$ cat config.mk
export PLATFORM = sky130hd
export DESIGN_NAME = adc_calib_bank_flat
export DESIGN_NICKNAME = d
export VERILOG_FILES = /design/src/rtl/adc_calib_bank_pkg.sv /design/src/rtl/adc_calib_bank_if.sv /design/src/rtl/adc_calib_ctrl.sv /design/src/rtl/adc_calib_bank.sv /design/src/flat_wrapper.sv
export SDC_FILE = /design/constraint.sdc
export NUM_CORES = 2
export LEC_CHECK = 0
export BUFFER_PORTS_ARGS = -buffer_cell sky130_fd_sc_hd__buf_2
export CAP_MARGIN = 5
export CORE_MARGIN = 3
export CORE_UTILIZATION = 45
export CTS_CLUSTER_SIZE = 40
export DETAILED_ROUTE_END_ITERATION = 10
export PLACE_DENSITY = 0.7
export REMOVE_ABC_BUFFERS = 1
export SYNTH_ARGS = -nofsm -noshare
export SYNTH_HDL_FRONTEND = slang
export SYNTH_SLANG_ARGS = --single-unit
$ cat constraint.sdc
create_clock -name i_clk -period 2.07 [get_ports i_clk]
set_input_delay 0.207 -clock i_clk [delete_from_list [all_inputs] [get_ports i_clk]]
set_output_delay 0.207 -clock i_clk [all_outputs]
set_load 0.05 [all_outputs]
$ cat src/rtl/adc_calib_bank_pkg.sv
// Shared constants, commit state encoding and the float32 write-legality rule
// for the ADC gain/offset calibration bank.
package adc_calib_pkg;

    localparam int unsigned NCH        = 10;
    localparam logic [31:0] GAIN_MAIN  = 32'h35A0_0000;
    localparam logic [31:0] GAIN_SUB   = 32'h39A0_00A0;
    localparam logic [31:0] OFFSET_RST = 32'hC120_0000;

    typedef enum logic [1:0] {IDLE, PEND, APPLY} calib_state_e;

    // Rejects Inf/NaN and denormals; zero and normal values are accepted.
    function automatic logic f32_legal(input logic [31:0] data);
        logic [7:0]  exp_f;
        logic [22:0] man_f;
        exp_f = data[30:23];
        man_f = data[22:0];
        return (exp_f != 8'hFF) && !((exp_f == 8'h00) && (man_f != 23'd0));
    endfunction

endpackage

$ cat src/rtl/adc_calib_bank_if.sv
// Register-bank bus: PS-side write/commit/readback controls plus the packed
// gain/offset streams feeding the per-channel multiply-add.
interface adc_calib_bank_if #(
    parameter int unsigned NCH = adc_calib_pkg::NCH
);
    logic              i_wr_en;
    logic [4:0]        i_wr_addr;
    logic [31:0]       i_wr_data;
    logic              i_commit;
    logic              i_calc_busy;
    logic [4:0]        i_rd_addr;
    logic              i_err_clr;
    logic [31:0]       o_rd_data;
    logic [NCH*32-1:0] o_gain_tdata;
    logic [NCH*32-1:0] o_offset_tdata;
    logic [NCH-1:0]    o_gain_tvalid;
    logic [NCH-1:0]    o_offset_tvalid;
    logic              o_pending;
    logic              o_wr_err;
    logic [15:0]       o_commit_cnt;

    modport master (
        output i_wr_en, i_wr_addr, i_wr_data, i_commit, i_calc_busy, i_rd_addr, i_err_clr,
        input  o_rd_data, o_gain_tdata, o_offset_tdata, o_gain_tvalid, o_offset_tvalid,
        input  o_pending, o_wr_err, o_commit_cnt
    );

    modport slave (
        input  i_wr_en, i_wr_addr, i_wr_data, i_commit, i_calc_busy, i_rd_addr, i_err_clr,
        output o_rd_data, o_gain_tdata, o_offset_tdata, o_gain_tvalid, o_offset_tvalid,
        output o_pending, o_wr_err, o_commit_cnt
    );

endinterface

$ cat src/rtl/adc_calib_ctrl.sv
// Commit sequencer: holds a commit until the calculation stage is idle, then
// spends one cycle with tvalid low while the active bank is reloaded.
module adc_calib_ctrl (
    input  logic        i_clk,
    input  logic        i_rst_n,
    input  logic        i_commit,
    input  logic        i_calc_busy,
    output logic        o_pending,
    output logic        o_apply,
    output logic        o_tvalid,
    output logic [15:0] o_commit_cnt
);
    import adc_calib_pkg::*;

    calib_state_e state_q;
    logic         pending_q;
    logic         apply_q;
    logic         tvalid_q;
    logic [15:0]  commit_cnt_q;

    // State machine with registered outputs; commits outside IDLE are absorbed.
    always_ff @(posedge i_clk or negedge i_rst_n) begin
        if (!i_rst_n) begin
            state_q      <= IDLE;
            pending_q    <= 1'b0;
            apply_q      <= 1'b0;
            tvalid_q     <= 1'b1;
            commit_cnt_q <= 16'd0;
        end else begin
            unique case (state_q)
                IDLE: begin
                    if (i_commit) begin
                        state_q   <= PEND;
                        pending_q <= 1'b1;
                    end
                end
                PEND: begin
                    if (!i_calc_busy) begin
                        state_q   <= APPLY;
                        pending_q <= 1'b0;
                        apply_q   <= 1'b1;
                        tvalid_q  <= 1'b0;
                    end
                end
                APPLY: begin
                    state_q      <= IDLE;
                    apply_q      <= 1'b0;
                    tvalid_q     <= 1'b1;
                    commit_cnt_q <= commit_cnt_q + 16'd1;
                end
                default: state_q <= IDLE;
            endcase
        end
    end

    assign o_pending    = pending_q;
    assign o_apply      = apply_q;
    assign o_tvalid     = tvalid_q;
    assign o_commit_cnt = commit_cnt_q;

endmodule

$ cat src/rtl/adc_calib_bank.sv
// Double-buffered float32 gain/offset bank. Writes land in the shadow bank;
// the active bank driving the datapath is reloaded only by an applied commit.
module adc_calib_bank #(
    parameter int unsigned NCH        = adc_calib_pkg::NCH,
    parameter logic [31:0] GAIN_MAIN  = adc_calib_pkg::GAIN_MAIN,
    parameter logic [31:0] GAIN_SUB   = adc_calib_pkg::GAIN_SUB,
    parameter logic [31:0] OFFSET_RST = adc_calib_pkg::OFFSET_RST
) (
    input  logic            i_clk,
    input  logic            i_rst_n,
    adc_calib_bank_if.slave bus
);
    import adc_calib_pkg::*;

    logic [31:0] gain_sh_q  [NCH];
    logic [31:0] off_sh_q   [NCH];
    logic [31:0] gain_act_q [NCH];
    logic [31:0] off_act_q  [NCH];
    logic        wr_err_q;
    logic [31:0] rd_data_q;

    logic [31:0] wr_ch;
    logic [31:0] rd_ch;
    logic        wr_ok;
    logic        wr_rej;
    logic        apply;
    logic        tvalid;
    logic [31:0] rd_mux;

    // Channels 0..1 are the main I/V paths, the rest are sub-channels.
    function automatic logic [31:0] gain_rst(input int unsigned n);
        return (n < 2) ? GAIN_MAIN : GAIN_SUB;
    endfunction

    assign wr_ch  = 32'(bus.i_wr_addr[4:1]);
    assign rd_ch  = 32'(bus.i_rd_addr[4:1]);
    assign wr_ok  = f32_legal(bus.i_wr_data) && (wr_ch < NCH);
    assign wr_rej = bus.i_wr_en && !wr_ok;

    adc_calib_ctrl u_ctrl (
        .i_clk        (i_clk),
        .i_rst_n      (i_rst_n),
        .i_commit     (bus.i_commit),
        .i_calc_busy  (bus.i_calc_busy),
        .o_pending    (bus.o_pending),
        .o_apply      (apply),
        .o_tvalid     (tvalid),
        .o_commit_cnt (bus.o_commit_cnt)
    );

    // Shadow bank: accepted writes only.
    always_ff @(posedge i_clk or negedge i_rst_n) begin
        if (!i_rst_n) begin
            for (int unsigned n = 0; n < NCH; n++) begin
                gain_sh_q[n] <= gain_rst(n);
                off_sh_q[n]  <= OFFSET_RST;
            end
        end else if (bus.i_wr_en && wr_ok) begin
            for (int unsigned n = 0; n < NCH; n++) begin
                if (wr_ch == n) begin
                    if (bus.i_wr_addr[0]) off_sh_q[n]  <= bus.i_wr_data;
                    else                  gain_sh_q[n] <= bus.i_wr_data;
                end
            end
        end
    end

    // Active bank: copies the pre-edge shadow, so a same-cycle write misses it.
    always_ff @(posedge i_clk or negedge i_rst_n) begin
        if (!i_rst_n) begin
            for (int unsigned n = 0; n < NCH; n++) begin
                gain_act_q[n] <= gain_rst(n);
                off_act_q[n]  <= OFFSET_RST;
            end
        end else if (apply) begin
            for (int unsigned n = 0; n < NCH; n++) begin
                gain_act_q[n] <= gain_sh_q[n];
                off_act_q[n]  <= off_sh_q[n];
            end
        end
    end

    // Sticky reject flag; a reject wins over a same-cycle clear.
    always_ff @(posedge i_clk or negedge i_rst_n) begin
        if (!i_rst_n)           wr_err_q <= 1'b0;
        else if (wr_rej)        wr_err_q <= 1'b1;
        else if (bus.i_err_clr) wr_err_q <= 1'b0;
    end

    // Readback mux over the active bank; out-of-range channels read 0.
    always_comb begin
        rd_mux = 32'd0;
        for (int unsigned n = 0; n < NCH; n++) begin
            if (rd_ch == n) rd_mux = bus.i_rd_addr[0] ? off_act_q[n] : gain_act_q[n];
        end
    end

    // Registered readback.
    always_ff @(posedge i_clk or negedge i_rst_n) begin
        if (!i_rst_n) rd_data_q <= 32'd0;
        else          rd_data_q <= rd_mux;
    end

    // Pack the active bank onto the per-channel stream buses.
    always_comb begin
        bus.o_gain_tdata   = '0;
        bus.o_offset_tdata = '0;
        for (int unsigned n = 0; n < NCH; n++) begin
            bus.o_gain_tdata[32*n +: 32]   = gain_act_q[n];
            bus.o_offset_tdata[32*n +: 32] = off_act_q[n];
        end
    end

    assign bus.o_gain_tvalid   = {NCH{tvalid}};
    assign bus.o_offset_tvalid = {NCH{tvalid}};
    assign bus.o_wr_err        = wr_err_q;
    assign bus.o_rd_data       = rd_data_q;

endmodule

$ cat src/flat_wrapper.sv
// flat-port wrapper written by rule: the top's interface ports become plain ports
module adc_calib_bank_flat import adc_calib_pkg::*;
#(
    parameter int unsigned NCH        = adc_calib_pkg::NCH,
    parameter logic [31:0] GAIN_MAIN  = adc_calib_pkg::GAIN_MAIN,
    parameter logic [31:0] GAIN_SUB   = adc_calib_pkg::GAIN_SUB,
    parameter logic [31:0] OFFSET_RST = adc_calib_pkg::OFFSET_RST
)
  (i_clk, i_rst_n, bus_i_wr_en, bus_i_wr_addr, bus_i_wr_data, bus_i_commit, bus_i_calc_busy, bus_i_rd_addr, bus_i_err_clr, bus_o_rd_data, bus_o_gain_tdata, bus_o_offset_tdata, bus_o_gain_tvalid, bus_o_offset_tvalid, bus_o_pending, bus_o_wr_err, bus_o_commit_cnt);
  adc_calib_bank_if #(.NCH(NCH)) bus_i ();
  input  logic i_clk;
  input  logic i_rst_n;
  input wire logic [$bits(bus_i.i_wr_en)-1:0] bus_i_wr_en;
  input wire logic [$bits(bus_i.i_wr_addr)-1:0] bus_i_wr_addr;
  input wire logic [$bits(bus_i.i_wr_data)-1:0] bus_i_wr_data;
  input wire logic [$bits(bus_i.i_commit)-1:0] bus_i_commit;
  input wire logic [$bits(bus_i.i_calc_busy)-1:0] bus_i_calc_busy;
  input wire logic [$bits(bus_i.i_rd_addr)-1:0] bus_i_rd_addr;
  input wire logic [$bits(bus_i.i_err_clr)-1:0] bus_i_err_clr;
  output wire logic [$bits(bus_i.o_rd_data)-1:0] bus_o_rd_data;
  output wire logic [$bits(bus_i.o_gain_tdata)-1:0] bus_o_gain_tdata;
  output wire logic [$bits(bus_i.o_offset_tdata)-1:0] bus_o_offset_tdata;
  output wire logic [$bits(bus_i.o_gain_tvalid)-1:0] bus_o_gain_tvalid;
  output wire logic [$bits(bus_i.o_offset_tvalid)-1:0] bus_o_offset_tvalid;
  output wire logic [$bits(bus_i.o_pending)-1:0] bus_o_pending;
  output wire logic [$bits(bus_i.o_wr_err)-1:0] bus_o_wr_err;
  output wire logic [$bits(bus_i.o_commit_cnt)-1:0] bus_o_commit_cnt;
  assign bus_i.i_wr_en = bus_i_wr_en;
  assign bus_i.i_wr_addr = bus_i_wr_addr;
  assign bus_i.i_wr_data = bus_i_wr_data;
  assign bus_i.i_commit = bus_i_commit;
  assign bus_i.i_calc_busy = bus_i_calc_busy;
  assign bus_i.i_rd_addr = bus_i_rd_addr;
  assign bus_i.i_err_clr = bus_i_err_clr;
  assign bus_o_rd_data = bus_i.o_rd_data;
  assign bus_o_gain_tdata = bus_i.o_gain_tdata;
  assign bus_o_offset_tdata = bus_i.o_offset_tdata;
  assign bus_o_gain_tvalid = bus_i.o_gain_tvalid;
  assign bus_o_offset_tvalid = bus_i.o_offset_tvalid;
  assign bus_o_pending = bus_i.o_pending;
  assign bus_o_wr_err = bus_i.o_wr_err;
  assign bus_o_commit_cnt = bus_i.o_commit_cnt;
  adc_calib_bank #(.NCH(NCH), .GAIN_MAIN(GAIN_MAIN), .GAIN_SUB(GAIN_SUB), .OFFSET_RST(OFFSET_RST)) u_core (.i_clk(i_clk), .i_rst_n(i_rst_n), .bus(bus_i));
endmodule
Word level (Yosys, flattened, before mapping). Index checks and enable logic that the tools add are counted.

Memories kept: 0. Bits in latches: 0. Input bits: 48. Flip-flop bits (word level): 1334. Logic and storage cells: 142. Output and inout port bits: 710. Bits in read-only memories: 0. RAM bits: 0.

Add/subtract/negate cells: 1. Shift-type cells: 0. $lt $le $gt $ge: 1. Multiply operators: 0. Bitwise logic cells: 1. Divide/modulo/power cells: 0. Reduce and logical (&&, ||, !) cells: 38. Mux-type cells: 31. Eq/ne operators: 23.

Operator list (number): 32-bit two-way mux (20); 32-bit zero test (2); 3-bit AND reduction (21); 4-bit by 3-bit equality test with 1-bit output (second input constant) (8); 23-bit nonzero test (1); 16-bit by 1-bit adder with 16-bit output (second input constant) (1); 4-bit by 2-bit equality test with 1-bit output (second input constant) (4); 4-bit equality test (second input constant) (4); 4-bit by 1-bit equality test with 1-bit output (second input constant) (2); 8-bit zero test (1); 8-bit != test (second input constant) (1); 1-bit case mux with 2 select lines (3); 2-bit nonzero test (3); 1-bit logical AND (5); 1-bit two-way mux (5); 4-bit < comparator (second input constant) (1); 2-bit two-way mux (2); 2-bit != test (second input constant) (2); 2-bit case mux with 2 select lines (1); 2-bit AND reduction (2); 2-bit by 1-bit equality test with 1-bit output (second input constant) (1); 2-bit equality test (second input constant) (1); 1-bit zero test (2); 2-bit zero test (1); 1-bit NOT (1).

Longest topological paths before layout.
Word-level depth: 11. Mapped depth: 8. Gate-level depth less buffers: 5.

Modules after synthesis. Synthesis repeated with hierarchy kept, for this count alone.

Cells, all modules: 3599. Area, all modules: 55899.9 um2.

By module, submodules not included: adc_calib_bank (times used 1, cells an instance 3517, sequential area each 33146.8 um2, area an instance 54965.2 um2); adc_calib_ctrl (times used 1, cells an instance 82, sequential area each 526.8 um2, area an instance 934.6 um2).

Least setup slack after synthesis. OpenSTA, ideal clock, no wires.

Path type: in2reg. Start: in bus_i_wr_data[28]. End: reg u_core.off_sh_q[246] (netlist bit). Arrival: 1.781 ns. Cell stages on the path: 7. Library setup time: 0.128 ns. Path slack: 0.161 ns. Path buffers: 2. Required time: 1.942 ns. Cells stage by stage: or4_1 > nor2_2 > a21oi_2 > buf_6 > nand4_4 > buf_4 > mux2_1.

Word-level cells in the longest chain between the ends: 7. Elaborated cells on any way between the ends: 8. Classes of those cells: eq/ne: 1; reduce/logical: 7.

RTL lines: start: declaration (line flat_wrapper.sv:15) `input wire logic [$bits(bus_i.i_wr_data)-1:0] bus_i_wr_data;`; 8-bit zero test (line adc_calib_bank_pkg.sv:18) `return (exp_f != 8'hFF) && !((exp_f == 8'h00) && (man_f != 23'd0));`; 1-bit logical AND (line adc_calib_bank_pkg.sv:18); 1-bit zero test (line adc_calib_bank_pkg.sv:18); 1-bit logical AND (*) (line adc_calib_bank_pkg.sv:18); 1-bit logical AND (*) (line adc_calib_bank.sv:37) `assign wr_ok = f32_legal(bus.i_wr_data) && (wr_ch < NCH);`; 1-bit logical AND (*) (line adc_calib_bank.sv:58) `end else if (bus.i_wr_en && wr_ok) begin`; 3-bit AND reduction (no line) (*); end signal: indexed assignment (line adc_calib_bank.sv:61) `if (bus.i_wr_addr[0]) off_sh_q[n] <= bus.i_wr_data;`; end: declaration (line adc_calib_bank.sv:16) `logic [31:0] off_sh_q [NCH];`.

Mark *: on every way between the ends. The rest lies on a longest branch, timed or not. A chain may end at the register's enable or synchronous reset.

Worst setup path in the final report.
Start: in bus_i_wr_data[27]. End: reg u_core.gain_sh_q[255] (netlist bit).

Word-level cells in the longest chain between the ends: 7. Elaborated cells on any way between the ends: 8. Classes of those cells: eq/ne: 1; reduce/logical: 7.

RTL lines: 8-bit zero test (line adc_calib_bank_pkg.sv:18); 1-bit logical AND (line adc_calib_bank_pkg.sv:18); 1-bit zero test (line adc_calib_bank_pkg.sv:18); 1-bit logical AND (*) (line adc_calib_bank_pkg.sv:18); 1-bit logical AND (*) (line adc_calib_bank.sv:37); 1-bit logical AND (*) (line adc_calib_bank.sv:58); 3-bit AND reduction (no line) (*); end signal: indexed assignment (line adc_calib_bank.sv:55) `gain_sh_q[n] <= gain_rst(n);`; end signal: indexed assignment (line adc_calib_bank.sv:62) `else gain_sh_q[n] <= bus.i_wr_data;`; end: declaration (line adc_calib_bank.sv:15) `logic [31:0] gain_sh_q [NCH];`.

Marks and branches as above.

==> impl_metrics.yaml <==
final_layout:
  finalNetCount: 4563
  area_growth_syn_to_layout_pct: 22.9
  layout_common_cells: "1,100 x dfrtp_1, 754 x buf_2, 730 x mux2_2"
  layout-drive-gt1-share_pct: 50.1
  final_util_pct: 56.1
  final_common_cell: "dfrtp_1"
  stdcell_count: 6256
sta:
  setup_violations: 0
  slew_violations: 0
  finClkSkew_ps: 32.3
  max_freq_mhz: 495
  tns_ps: 0
  fin_crit_sh_pct: 97.6
  holdWs_ps: 35.2
  slew_headroom_pct: 22.0
  finalHoldViolCount: 0
  tightest_slew_ps: 1170
  fin_crit_ps: 2020
global_route:
  overflow: 0
  track_usage_pct: 27.9
  grt_max_degree: 75
  grt_pass1_vias: 36700
  grt_pass1_wl_um: 260000
  antenna_found_initial: 16
floorplan:
  rows: 128
  core_area_um2: 122000
  die_x_um: 358
  initial_utilization_pct: 45.6
  ios: 758
  die_y_um: 358
  dieArea_um2: 128000
synthesis:
  syn_area_um2: 55800
  async_reset_ff_share_pct: 100
  netlist_instances: 3608
  synth_cell_types: 57
  synth_edf_count: 0
  synth_seq_cells: 1334
  seq_area_frac_synth_pct: 60.4
  ys.warnings.count: 0
  ys.flop_type: "dfrtp_1"
  syn_area_per_cell_um2: 15.5
  ys_top_cells_by_area: "dfrtp_1 49%, mux2_2 15%, mux2_1 12%, dfstp_2 11%, mux2i_1 3.6%"
  synth.largest_area_cell: "dfrtp_1"
  synth_top_cell_area_share_pct: 49.4
pwr:
  power_density_nw_per_um2: 1340
  vdd_drop_max_mv: 1.11
  p_leak_nw: 34.2
  p_total_mw: 91.7
drt:
  drtPass1Iterations: 5
  vias: 35800
  drtAntennaViolNets: 0
  routed_wl_um: 184000
  drc: 0
  drtIter0Drc: 2804
  viasPerCell: 5.73
  wl_per_cell_um: 29.4
setup_path:
  r2r_slack_ps: 230
  cp.required_ps: 2690
  cp-start-kind: "primary input"
  endpoint_kind: "flip-flop"
  critPathArrivalTime_ps: 2640
  critPathKind: "in2reg"
  cp_max_fo: 18
clock_network:
  cts.htree.levels: 4
  clock_latency_ps: 750
  cts-root-buf: "clkbuf_16"
  clock_path_buffers: 3
  cts_tree: "done"
  clock_sinks: 1334
  cts_buffers: 141
  path_clk_slew_ps: 60
worst_hold_path:
  hp-class: "in2reg"
status:
  run_status: "finished, final reports clean"
placed_design:
  numPortBuffers: 757
  placed_cells: 5968
  place_hpwl_um: 126000
  place_congestion: 0.855
flow_run:
  cap_violations: 0
-- kinds of logic (layout without fill, tap and decap cells) --
group                      count (synthesis)  count (layout)  synth area share (%)
AOI/OAI and AO/OA                        211             211                  2.42
xor gates and xnor gates                  15              15                 0.235
adders and majority gates                  1               1                0.0224
buffers and inverters                    291            1309                  2.90
DFF                                     1334            1334                  60.4
muxes                                   1553            1553                  31.9
other                                      0               5                     0
and+or+nand+nor                          203             203                  2.15
-- cell type report --
cell class,count,area [um2]
Antenna cell,5,12.5
Inverter,4,15.0
Clock inverter,42,493
Timing Repair Buffer,1050,7430
Clock buffer,213,4250
Multi-Input combinational cell,1983,20700
Fill cell,9879,53800
Sequential cell,1334,33700
Tap cell,1625,2030
-- path summary, 6_finish.rpt --
path | to | depth (start not counted) | startpoint
setup reg to reg | u_core.bus.o_rd_data[17] | 5 | u_core.bus.o_gain_tdata[17]
min in group asynchronous | u_core.off_sh_q[199] | 2 | i_rst_n
hold / removal | u_core.off_sh_q[170] | 3 | bus_i_wr_data[10]
setup / recovery | u_core.gain_sh_q[255] | 10 | bus_i_wr_data[27]
hold reg to reg | u_core.u_ctrl.o_commit_cnt[15] | 1 | u_core.u_ctrl.o_commit_cnt[15]
max in group asynchronous | u_core.bus.o_offset_tdata[53] | 4 | i_rst_n
-- sequential cells by signal, summed over array words and instances, names as in the netlist, 2 cells and up --
name                        cells
u_core.u_ctrl.o_commit_cnt     16
u_core.bus.o_rd_data           32
u_core.gain_sh_q              320
u_core.u_ctrl.state_q           2
u_core.bus.o_offset_tdata     320
u_core.bus.o_gain_tdata       320
u_core.off_sh_q               320
-- power breakdown --
part           internal (mW)  leakage [nW]  switching [mW]
Sequential              32.3          16.9            5.28
Combinational           8.84          14.9            19.6
Clock                   15.2          2.33            10.5
Total                   56.3          34.2            35.4
-- stage by stage --
step                      instance area, um2  setup WS, ps
after detailed placement               63400         -1010
after CTS                              68300          36.4
after floorplan                        54200        -12900
after global routing                   68600         -1.58
final                                  68600          49.4
after global placement                 63400          -947
-- worst max-delay path, cell delays in order --
cell     delay, ps
buf_2          120
or4_1          560
nor2_2         420
buf_12         170
a21oi_4         70
buf_4          150
buf_12         140
nand4_4        120
buf_12         250
mux2_2         370
-- synth_stat cells, types with 3 or more instances --
| master | n |
|---|---|
| nand3_1 | 9 |
| and2_1 | 3 |
| nor2b_1 | 3 |
| buf_4 | 53 |
| o31ai_1 | 3 |
| a21oi_1 | 28 |
| mux2_2 | 730 |
| a221oi_1 | 19 |
| dfrtp_1 | 1101 |
| nand4_4 | 10 |
| buf_6 | 39 |
| nand4_1 | 8 |
| nor4_1 | 7 |
| a22oi_1 | 12 |
| nand3_2 | 4 |
| dfstp_2 | 233 |
| a211oi_1 | 13 |
| nand2_1 | 49 |
| xor2_1 | 5 |
| clkbuf_1 | 161 |
| mux2_1 | 570 |
| mux4_2 | 51 |
| xnor2_1 | 10 |
| o22ai_1 | 59 |
| nand4_2 | 5 |
| inv_1 | 3 |
| buf_2 | 25 |
| buf_1 | 9 |
| nor3_1 | 21 |
| a32oi_1 | 15 |
| o21ai_0 | 54 |
| nor2_1 | 59 |
| nand2b_1 | 5 |
| mux2i_1 | 202 |
-- repair_timing --
action	in CTS	in global routing
hold buffers	12	1
gates cloned	0	7
setup endpoints to repair	614	379
buffers inserted	0	9
gates resized for setup	1	6
hold endpoints to repair	809	20
pin swaps	0	2
-- routing by layer --
layer	track usage [%]	routed length (um)	part of all wire [%]
met1	37.6	77000	42
met2	44.8	87200	47
met3	6.05	12900	7.0
met4	9.98	6680	3.6
met5	0	85	0.046
No activity file was read; power rests on OpenSTA's default activity.
